$ cat src/rtl/frame_layer_scheduler_if.sv
// Bundle between the timing/game side and the sprite demux side of the layer scheduler.
// master drives pixels, layer enables, FSM requests and the fetched pixel; slave is the scheduler.
interface frame_layer_scheduler_if;
    logic [9:0]  pixel_x;
    logic [9:0]  pixel_y;
    logic        pixel_valid;
    logic        frame_start;
    logic        power_on;
    logic [3:0]  btn_lit;
    logic        win_pulse;
    logic        lose_pulse;
    logic        clear;
    logic [2:0]  selector;
    logic [15:0] mem_addr;
    logic [15:0] mem_px;
    logic [15:0] px_out;
    logic        px_valid;
    logic        end_active;
    logic        end_done;

    modport master (
        output pixel_x, pixel_y, pixel_valid, frame_start, power_on, btn_lit,
               win_pulse, lose_pulse, clear, mem_px,
        input  selector, mem_addr, px_out, px_valid, end_active, end_done
    );

    modport slave (
        input  pixel_x, pixel_y, pixel_valid, frame_start, power_on, btn_lit,
               win_pulse, lose_pulse, clear, mem_px,
        output selector, mem_addr, px_out, px_valid, end_active, end_done
    );
endinterface

$ cat src/rtl/frame_layer_scheduler.sv
// Per-pixel sprite layer picker: hit test, priority select, demux address, ROM-aligned output,
// plus the frame-synchronous win/lose end-screen state machine.
module frame_layer_scheduler #(
    parameter int ROM_LAT     = 1,
    parameter int HOLD_FRAMES = 120,
    parameter int BG_X0   = 140, parameter int BG_Y0   = 150,
    parameter int PWR_X0  = 311, parameter int PWR_Y0  = 80,
    parameter int RED_X0  = 226, parameter int RED_Y0  = 156,
    parameter int GRN_X0  = 330, parameter int GRN_Y0  = 156,
    parameter int BLU_X0  = 226, parameter int BLU_Y0  = 323,
    parameter int YEL_X0  = 330, parameter int YEL_Y0  = 323,
    parameter int WIN_X0  = 230, parameter int WIN_Y0  = 182,
    parameter int LOSE_X0 = 230, parameter int LOSE_Y0 = 173
) (
    input logic clk,
    input logic rst_n,
    frame_layer_scheduler_if.slave bus
);
    localparam int NL = 8;
    localparam int CW = (HOLD_FRAMES > 1) ? $clog2(HOLD_FRAMES) : 1;
    localparam logic [CW-1:0] HOLD_LAST = CW'(HOLD_FRAMES - 1);

    // Table index equals the demux selector code.
    localparam logic [NL-1:0][9:0] X0_TAB = {10'(LOSE_X0), 10'(WIN_X0), 10'(YEL_X0), 10'(BLU_X0),
                                             10'(GRN_X0), 10'(RED_X0), 10'(PWR_X0), 10'(BG_X0)};
    localparam logic [NL-1:0][9:0] Y0_TAB = {10'(LOSE_Y0), 10'(WIN_Y0), 10'(YEL_Y0), 10'(BLU_Y0),
                                             10'(GRN_Y0), 10'(RED_Y0), 10'(PWR_Y0), 10'(BG_Y0)};
    localparam logic [NL-1:0][9:0] W_TAB  = {10'd180, 10'd180, 10'd84, 10'd84,
                                             10'd84, 10'd84, 10'd18, 10'd360};
    localparam logic [NL-1:0][9:0] H_TAB  = {10'd134, 10'd116, 10'd166, 10'd167,
                                             10'd167, 10'd167, 10'd14, 10'd180};

    typedef enum logic [2:0] {IDLE, PEND_WIN, PEND_LOSE, SHOW_WIN, SHOW_LOSE} state_t;

    state_t          state_reg;
    logic [CW-1:0]   frame_cnt_reg;
    logic            clear_reg;
    logic            end_active_reg;
    logic            end_done_reg;

    logic [NL-1:0]   layer_en;
    logic [NL-1:0]   s1_hit;
    logic [15:0]     layer_addr [NL];
    logic            s1_valid_reg;

    logic [2:0]      sel_next;
    logic            blank_next;
    logic [2:0]      selector_reg;
    logic [15:0]     mem_addr_reg;
    logic            s2_valid_reg;
    logic            s2_blank_reg;

    logic [ROM_LAT-1:0] dly_valid_reg;
    logic [ROM_LAT-1:0] dly_blank_reg;
    logic [15:0]     px_out_reg;
    logic            px_valid_reg;

    logic            clear_any;

    always_comb begin
        layer_en      = '0;
        layer_en[0]   = 1'b1;
        layer_en[1]   = bus.power_on;
        layer_en[5:2] = bus.btn_lit;
        layer_en[6]   = (state_reg == SHOW_WIN);
        layer_en[7]   = (state_reg == SHOW_LOSE);
    end

    // Stage 1: per-layer gated hit flag and sprite-relative coordinates.
    genvar gi;
    generate
        for (gi = 0; gi < NL; gi++) begin : g_layer
            localparam logic [10:0] X_END = {1'b0, X0_TAB[gi]} + {1'b0, W_TAB[gi]};
            localparam logic [10:0] Y_END = {1'b0, Y0_TAB[gi]} + {1'b0, H_TAB[gi]};
            logic       hit_geo;
            logic       hit_reg;
            logic [9:0] rx_reg;
            logic [9:0] ry_reg;

            assign hit_geo = (bus.pixel_x >= X0_TAB[gi]) && ({1'b0, bus.pixel_x} < X_END) &&
                             (bus.pixel_y >= Y0_TAB[gi]) && ({1'b0, bus.pixel_y} < Y_END);

            always_ff @(posedge clk or negedge rst_n) begin
                if (!rst_n) begin
                    hit_reg <= 1'b0;
                    rx_reg  <= '0;
                    ry_reg  <= '0;
                end else begin
                    hit_reg <= hit_geo & layer_en[gi];
                    rx_reg  <= bus.pixel_x - X0_TAB[gi];
                    ry_reg  <= bus.pixel_y - Y0_TAB[gi];
                end
            end

            assign s1_hit[gi]     = hit_reg;
            assign layer_addr[gi] = ({6'd0, ry_reg} * {6'd0, W_TAB[gi]}) + {6'd0, rx_reg};
        end
    endgenerate

    always_ff @(posedge clk or negedge rst_n) begin
        if (!rst_n) s1_valid_reg <= 1'b0;
        else        s1_valid_reg <= bus.pixel_valid;
    end

    // Priority: lose, win, power, red, green, blue, yellow, background.
    always_comb begin
        sel_next   = 3'd0;
        blank_next = 1'b0;
        if      (s1_hit[7]) sel_next = 3'd7;
        else if (s1_hit[6]) sel_next = 3'd6;
        else if (s1_hit[1]) sel_next = 3'd1;
        else if (s1_hit[2]) sel_next = 3'd2;
        else if (s1_hit[3]) sel_next = 3'd3;
        else if (s1_hit[4]) sel_next = 3'd4;
        else if (s1_hit[5]) sel_next = 3'd5;
        else if (s1_hit[0]) sel_next = 3'd0;
        else                blank_next = 1'b1;
    end

    // Stage 2: selector/address only move on valid pixels so idle ROM clocks stay quiet.
    always_ff @(posedge clk or negedge rst_n) begin
        if (!rst_n) begin
            selector_reg <= 3'd0;
            mem_addr_reg <= '0;
            s2_valid_reg <= 1'b0;
            s2_blank_reg <= 1'b0;
        end else begin
            s2_valid_reg <= s1_valid_reg;
            if (s1_valid_reg) begin
                selector_reg <= sel_next;
                mem_addr_reg <= blank_next ? 16'd0 : layer_addr[sel_next];
                s2_blank_reg <= blank_next;
            end
        end
    end

    // Flags ride alongside the ROM read so output latency is fixed for every layer.
    generate
        for (gi = 0; gi < ROM_LAT; gi++) begin : g_dly
            always_ff @(posedge clk or negedge rst_n) begin
                if (!rst_n) begin
                    dly_valid_reg[gi] <= 1'b0;
                    dly_blank_reg[gi] <= 1'b0;
                end else if (gi == 0) begin
                    dly_valid_reg[gi] <= s2_valid_reg;
                    dly_blank_reg[gi] <= s2_blank_reg;
                end else begin
                    dly_valid_reg[gi] <= dly_valid_reg[(gi > 0) ? gi - 1 : 0];
                    dly_blank_reg[gi] <= dly_blank_reg[(gi > 0) ? gi - 1 : 0];
                end
            end
        end
    endgenerate

    always_ff @(posedge clk or negedge rst_n) begin
        if (!rst_n) begin
            px_out_reg   <= '0;
            px_valid_reg <= 1'b0;
        end else begin
            px_valid_reg <= dly_valid_reg[ROM_LAT-1];
            px_out_reg   <= (dly_valid_reg[ROM_LAT-1] && !dly_blank_reg[ROM_LAT-1]) ? bus.mem_px : 16'd0;
        end
    end

    assign clear_any = clear_reg | bus.clear;

    always_ff @(posedge clk or negedge rst_n) begin
        if (!rst_n) begin
            state_reg      <= IDLE;
            frame_cnt_reg  <= '0;
            clear_reg      <= 1'b0;
            end_active_reg <= 1'b0;
            end_done_reg   <= 1'b0;
        end else begin
            end_done_reg <= 1'b0;
            if (state_reg != IDLE && bus.clear) clear_reg <= 1'b1;
            case (state_reg)
                IDLE: begin
                    if (bus.lose_pulse)     state_reg <= PEND_LOSE;
                    else if (bus.win_pulse) state_reg <= PEND_WIN;
                end
                PEND_WIN, PEND_LOSE: begin
                    if (state_reg == PEND_WIN && bus.lose_pulse) begin
                        state_reg <= PEND_LOSE;
                    end else if (bus.frame_start) begin
                        if (clear_any) begin
                            state_reg <= IDLE;
                            clear_reg <= 1'b0;
                        end else begin
                            state_reg      <= (state_reg == PEND_WIN) ? SHOW_WIN : SHOW_LOSE;
                            frame_cnt_reg  <= '0;
                            end_active_reg <= 1'b1;
                        end
                    end
                end
                SHOW_WIN, SHOW_LOSE: begin
                    if (state_reg == SHOW_WIN && bus.lose_pulse) begin
                        state_reg      <= PEND_LOSE;
                        end_active_reg <= 1'b0;
                    end else if (bus.frame_start) begin
                        if (clear_any) begin
                            state_reg      <= IDLE;
                            clear_reg      <= 1'b0;
                            end_active_reg <= 1'b0;
                        end else if (frame_cnt_reg == HOLD_LAST) begin
                            state_reg      <= IDLE;
                            end_active_reg <= 1'b0;
                            end_done_reg   <= 1'b1;
                        end else begin
                            frame_cnt_reg <= frame_cnt_reg + 1'b1;
                        end
                    end
                end
                default: begin
                    state_reg      <= IDLE;
                    end_active_reg <= 1'b0;
                end
            endcase
        end
    end

    assign bus.selector   = selector_reg;
    assign bus.mem_addr   = mem_addr_reg;
    assign bus.px_out     = px_out_reg;
    assign bus.px_valid   = px_valid_reg;
    assign bus.end_active = end_active_reg;
    assign bus.end_done   = end_done_reg;
endmodule

$ cat src/flat_wrapper.sv
// flat-port wrapper written by rule: the top's interface ports become plain ports
module frame_layer_scheduler_flat 
#(
    parameter int ROM_LAT     = 1,
    parameter int HOLD_FRAMES = 120,
    parameter int BG_X0   = 140, parameter int BG_Y0   = 150,
    parameter int PWR_X0  = 311, parameter int PWR_Y0  = 80,
    parameter int RED_X0  = 226, parameter int RED_Y0  = 156,
    parameter int GRN_X0  = 330, parameter int GRN_Y0  = 156,
    parameter int BLU_X0  = 226, parameter int BLU_Y0  = 323,
    parameter int YEL_X0  = 330, parameter int YEL_Y0  = 323,
    parameter int WIN_X0  = 230, parameter int WIN_Y0  = 182,
    parameter int LOSE_X0 = 230, parameter int LOSE_Y0 = 173
)
  (clk, rst_n, bus_pixel_x, bus_pixel_y, bus_pixel_valid, bus_frame_start, bus_power_on, bus_btn_lit, bus_win_pulse, bus_lose_pulse, bus_clear, bus_mem_px, bus_selector, bus_mem_addr, bus_px_out, bus_px_valid, bus_end_active, bus_end_done);
  frame_layer_scheduler_if bus_i ();
  input logic clk;
  input logic rst_n;
  input wire logic [$bits(bus_i.pixel_x)-1:0] bus_pixel_x;
  input wire logic [$bits(bus_i.pixel_y)-1:0] bus_pixel_y;
  input wire logic [$bits(bus_i.pixel_valid)-1:0] bus_pixel_valid;
  input wire logic [$bits(bus_i.frame_start)-1:0] bus_frame_start;
  input wire logic [$bits(bus_i.power_on)-1:0] bus_power_on;
  input wire logic [$bits(bus_i.btn_lit)-1:0] bus_btn_lit;
  input wire logic [$bits(bus_i.win_pulse)-1:0] bus_win_pulse;
  input wire logic [$bits(bus_i.lose_pulse)-1:0] bus_lose_pulse;
  input wire logic [$bits(bus_i.clear)-1:0] bus_clear;
  input wire logic [$bits(bus_i.mem_px)-1:0] bus_mem_px;
  output wire logic [$bits(bus_i.selector)-1:0] bus_selector;
  output wire logic [$bits(bus_i.mem_addr)-1:0] bus_mem_addr;
  output wire logic [$bits(bus_i.px_out)-1:0] bus_px_out;
  output wire logic [$bits(bus_i.px_valid)-1:0] bus_px_valid;
  output wire logic [$bits(bus_i.end_active)-1:0] bus_end_active;
  output wire logic [$bits(bus_i.end_done)-1:0] bus_end_done;
  assign bus_i.pixel_x = bus_pixel_x;
  assign bus_i.pixel_y = bus_pixel_y;
  assign bus_i.pixel_valid = bus_pixel_valid;
  assign bus_i.frame_start = bus_frame_start;
  assign bus_i.power_on = bus_power_on;
  assign bus_i.btn_lit = bus_btn_lit;
  assign bus_i.win_pulse = bus_win_pulse;
  assign bus_i.lose_pulse = bus_lose_pulse;
  assign bus_i.clear = bus_clear;
  assign bus_i.mem_px = bus_mem_px;
  assign bus_selector = bus_i.selector;
  assign bus_mem_addr = bus_i.mem_addr;
  assign bus_px_out = bus_i.px_out;
  assign bus_px_valid = bus_i.px_valid;
  assign bus_end_active = bus_i.end_active;
  assign bus_end_done = bus_i.end_done;
  frame_layer_scheduler #(.ROM_LAT(ROM_LAT), .HOLD_FRAMES(HOLD_FRAMES), .BG_X0(BG_X0), .BG_Y0(BG_Y0), .PWR_X0(PWR_X0), .PWR_Y0(PWR_Y0), .RED_X0(RED_X0), .RED_Y0(RED_Y0), .GRN_X0(GRN_X0), .GRN_Y0(GRN_Y0), .BLU_X0(BLU_X0), .BLU_Y0(BLU_Y0), .YEL_X0(YEL_X0), .YEL_Y0(YEL_Y0), .WIN_X0(WIN_X0), .WIN_Y0(WIN_Y0), .LOSE_X0(LOSE_X0), .LOSE_Y0(LOSE_Y0)) u_core (.clk(clk), .rst_n(rst_n), .bus(bus_i));
endmodule
$ cat config.mk
export PLATFORM = sky130hd
export DESIGN_NAME = frame_layer_scheduler_flat
export DESIGN_NICKNAME = d
export VERILOG_FILES = /design/src/rtl/frame_layer_scheduler_if.sv /design/src/rtl/frame_layer_scheduler.sv /design/src/flat_wrapper.sv
export SDC_FILE = /design/constraint.sdc
export NUM_CORES = 1
export LEC_CHECK = 0
export ABC_AREA = 0
export ABC_CLOCK_PERIOD_IN_PS = 4400
export BUFFER_PORTS_ARGS = -buffer_cell sky130_fd_sc_hd__buf_4
export CELL_PAD_IN_SITES_DETAIL_PLACEMENT = 0
export CELL_PAD_IN_SITES_GLOBAL_PLACEMENT = 1
export CORE_MARGIN = 5
export CORE_UTILIZATION = 44
export CTS_CLUSTER_DIAMETER = 100
export DETAILED_ROUTE_END_ITERATION = 12
export GPL_ROUTABILITY_DRIVEN = 0
export PLACE_DENSITY_LB_ADDON = 0.12
export SYNTH_ARGS = -nofsm -noshare
export SYNTH_HDL_FRONTEND = slang
export SYNTH_SLANG_ARGS = --single-unit
$ cat constraint.sdc
create_clock -name clk -period 4.4 [get_ports clk]
set_clock_uncertainty 0.1 [all_clocks]
set_input_delay 0.22 -clock clk [delete_from_list [all_inputs] [get_ports clk]]
set_output_delay 0.22 -clock clk [all_outputs]
set_load 0.01 [all_outputs]
==> flow_summary.ini <==
[grt]
globalRouteOverflowTotal = 0
antenna_found_initial = 1
first_global_vias = 13164
grt_pass1_wl_um = 75800
grt_max_degree = 92
track_usage = 0.251

[synth]
synthXorXnorAreaFrac = 0.102
synth-adder-area-share = 0.260
yosys.area_share.simple = 0.138
synthFlopType = dfrtp_1
syn_avg_cell_area_um2 = 9.02
synth_compound_area_frac = 0.186
yosysSeqAreaShare = 0.254
synthCells = 1711
synth_cell_types = 91
ys_async_sr_fraction = 1.00
synth_edf_count = 0
synth_nets = 2046
yosys_warnings = 0
synth_mux_area_frac = 0.00259
ys_seq_elements = 157
synth_top_family_by_area = adder cells
synthesis.area_um2 = 15400

[sta]
worst_pin_slew_ps = 860
slew_violations = 0
fmax_mhz = 234
setup_violations = 0
maxSlewHeadroom = 0.426
whs_ps = 15.8
tns_ps = 0
hold_viol_final = 0
period_share = 0.972
fin_crit_ps = 4280

[outcome]
outcome = completed

[cts]
clk_latency_ps = 450
clock_sink_count = 157
numCtsBuffers = 17
clk_pin_slew_worst_paths_ps = 70
htree_levels = 4
clockBufferDepth = 2
cts_tree = built
clockRootBuffer = clkbuf_16

[critical_path]
worst_ep_arrival_time_ps = 4560
crit_fanout = 6
endpoint_kind = flip-flop
required_ps = 4680
cp-start-kind = flip-flop
critical_path_class = flip-flop to flip-flop

[final_layout]
fin_cells = 2365
final_core_util = 0.537
drive_above_1_share = 0.157
layout_common_cells = 204 x ha_1, 181 x inv_1, 170 x buf_4, 151 x dfrtp_1, 124 x nor2_1
multi_input_area_um2 = 11100
num-fill-cells = 3163
largest_reg_flops = 51
regArea_um2 = 3940
layout.nets = 2231
final_common_cell = ha_1
area_delta_synth_final_pct = 20.5

[run]
drv_cap = 0

[route]
post-route-drc-count = 0
drtIter0Drc = 847
viasPerCell = 5.62
dr_total_vias = 13295
drt_wl_total_um = 49200
ant_nets = 0
wl_per_cell_um = 20.8
first_pass_iters = 6

[place]
placedCellCount = 2276
port_buffers = 85
dp_hpwl_um = 39200

[hold_path]
min_path_type = input pin to flip-flop

[die]
die_w_um = 197
die_height_um = 197
initial_utilization = 0.446
ios = 86
coreArea_um2 = 34600
die_area_um2 = 38900
rows = 68

[power_and_ir_drop]
p_leak_uw = 0.00871
p_per_area_nw_per_um2 = 669
ir_worst_vdd_v = 0.000373
## cell families after synthesis
kind of cell    after synthesis
compound gates              424
xor+xnor                    177
fa+ha+maj                   287
buf+inv                     231
flops                       157
mux                           4
simple gates                431
## Yosys cell counts, types with 5 or more instances
library cell    n  area (um2)
dfrtp_1       157        3930
o21bai_1        7        52.6
nor2_1        127         477
nand4_1         7        43.8
a22o_1          5        43.8
o31a_1         11        96.3
a21o_1         27         203
a211oi_1       41         308
and2_1         24         150
o2111ai_1      10        87.6
nor3_1         37         185
o2bb2ai_1       6        52.6
a21oi_1        93         465
nor2b_1        20         125
nor4_1          8        50.1
o31ai_1         9        67.6
o41ai_1         5        43.8
nand2_1       100         375
a31oi_1        11        68.8
clkbuf_1       35         131
and3_1          5        31.3
inv_1         185         694
buf_2           5        25.0
xor2_1         75         657
o21a_1         27         203
o21ai_1         9        45.0
a211o_1         9        78.8
nand3_1        45         225
xnor2_1       100         876
fa_1           56        1120
ha_1          231        2890
o21ai_0        86         430
nand2b_1       14        87.6
o211ai_1       19         143
or3_1          13        81.3
## worst paths after layout
check                                             from                     endpoint  slack (ps)  cells after the start
min in group asynchronous                        rst_n       u_core.bus.mem_addr[3]         230                      2
min reg2reg                        u_core.s2_valid_reg         u_core.dly_valid_reg         260                      0
max in group asynchronous                        rst_n  u_core.g_layer[0].ry_reg[2]        2950                      3
max reg2reg                u_core.g_layer[5].ry_reg[4]      u_core.bus.mem_addr[15]         120                     16
max                        u_core.g_layer[5].ry_reg[4]      u_core.bus.mem_addr[15]         120                     16
min                                     bus_pixel_y[4]  u_core.g_layer[2].ry_reg[4]          20                      2
## repair_timing
action                     CTS  global route
hold buffers                37             0
gates resized for setup      9            68
setup endpoints to repair    3             7
setup buffers                3            16
hold endpoints to repair   108             0
pin swaps                    6            42
## power breakdown
part | switching, uW | internal, uW
clock network | 720 | 755
registers | 209 | 1610
logic | 4900 | 4260
total | 5830 | 6620
## critical path, stage by stage, from the launching register on
cell	delay, ps
dfrtp_1	470
buf_4	180
ha_1	290
ha_1	270
inv_1	50
fa_1	490
inv_1	40
ha_1	380
or3_1	400
o211ai_1	180
buf_4	200
xnor2_1	180
o2111ai_1	250
nor3_1	260
xnor2_1	190
nand3_1	160
nand4_1	110
## layer usage
metal	global-route usage	wire [um]
met1	0.355	23000
met2	0.413	22900
met3	0.0312	2210
met4	0.0621	1150
met5	0	0
## layout make-up
cell class | count | area share
Tap cell | 455 | 0.0306
Antenna cell | 1 | 0.000134
Clock inverter | 15 | 0.00773
Inverter | 188 | 0.0379
Sequential cell | 157 | 0.212
Timing Repair Buffer | 209 | 0.0902
Multi-Input combinational cell | 1323 | 0.599
Clock buffer | 17 | 0.0229
## through the flow
| step | total power (uW) | setup slack [ps] | instance area, um2 |
|---|---|---|---|
| after detailed placement | 9790 | -79.0 | 17000 |
| final | 12500 | 123 | 18600 |
| after floorplan | 7500 | 119 | 15400 |
| after global placement | 9750 | -36.9 | 17000 |
| after CTS | 11500 | -20.2 | 18000 |
| after global routing | 13400 | -14.9 | 18600 |
Power figures use the tool's default switching activity.
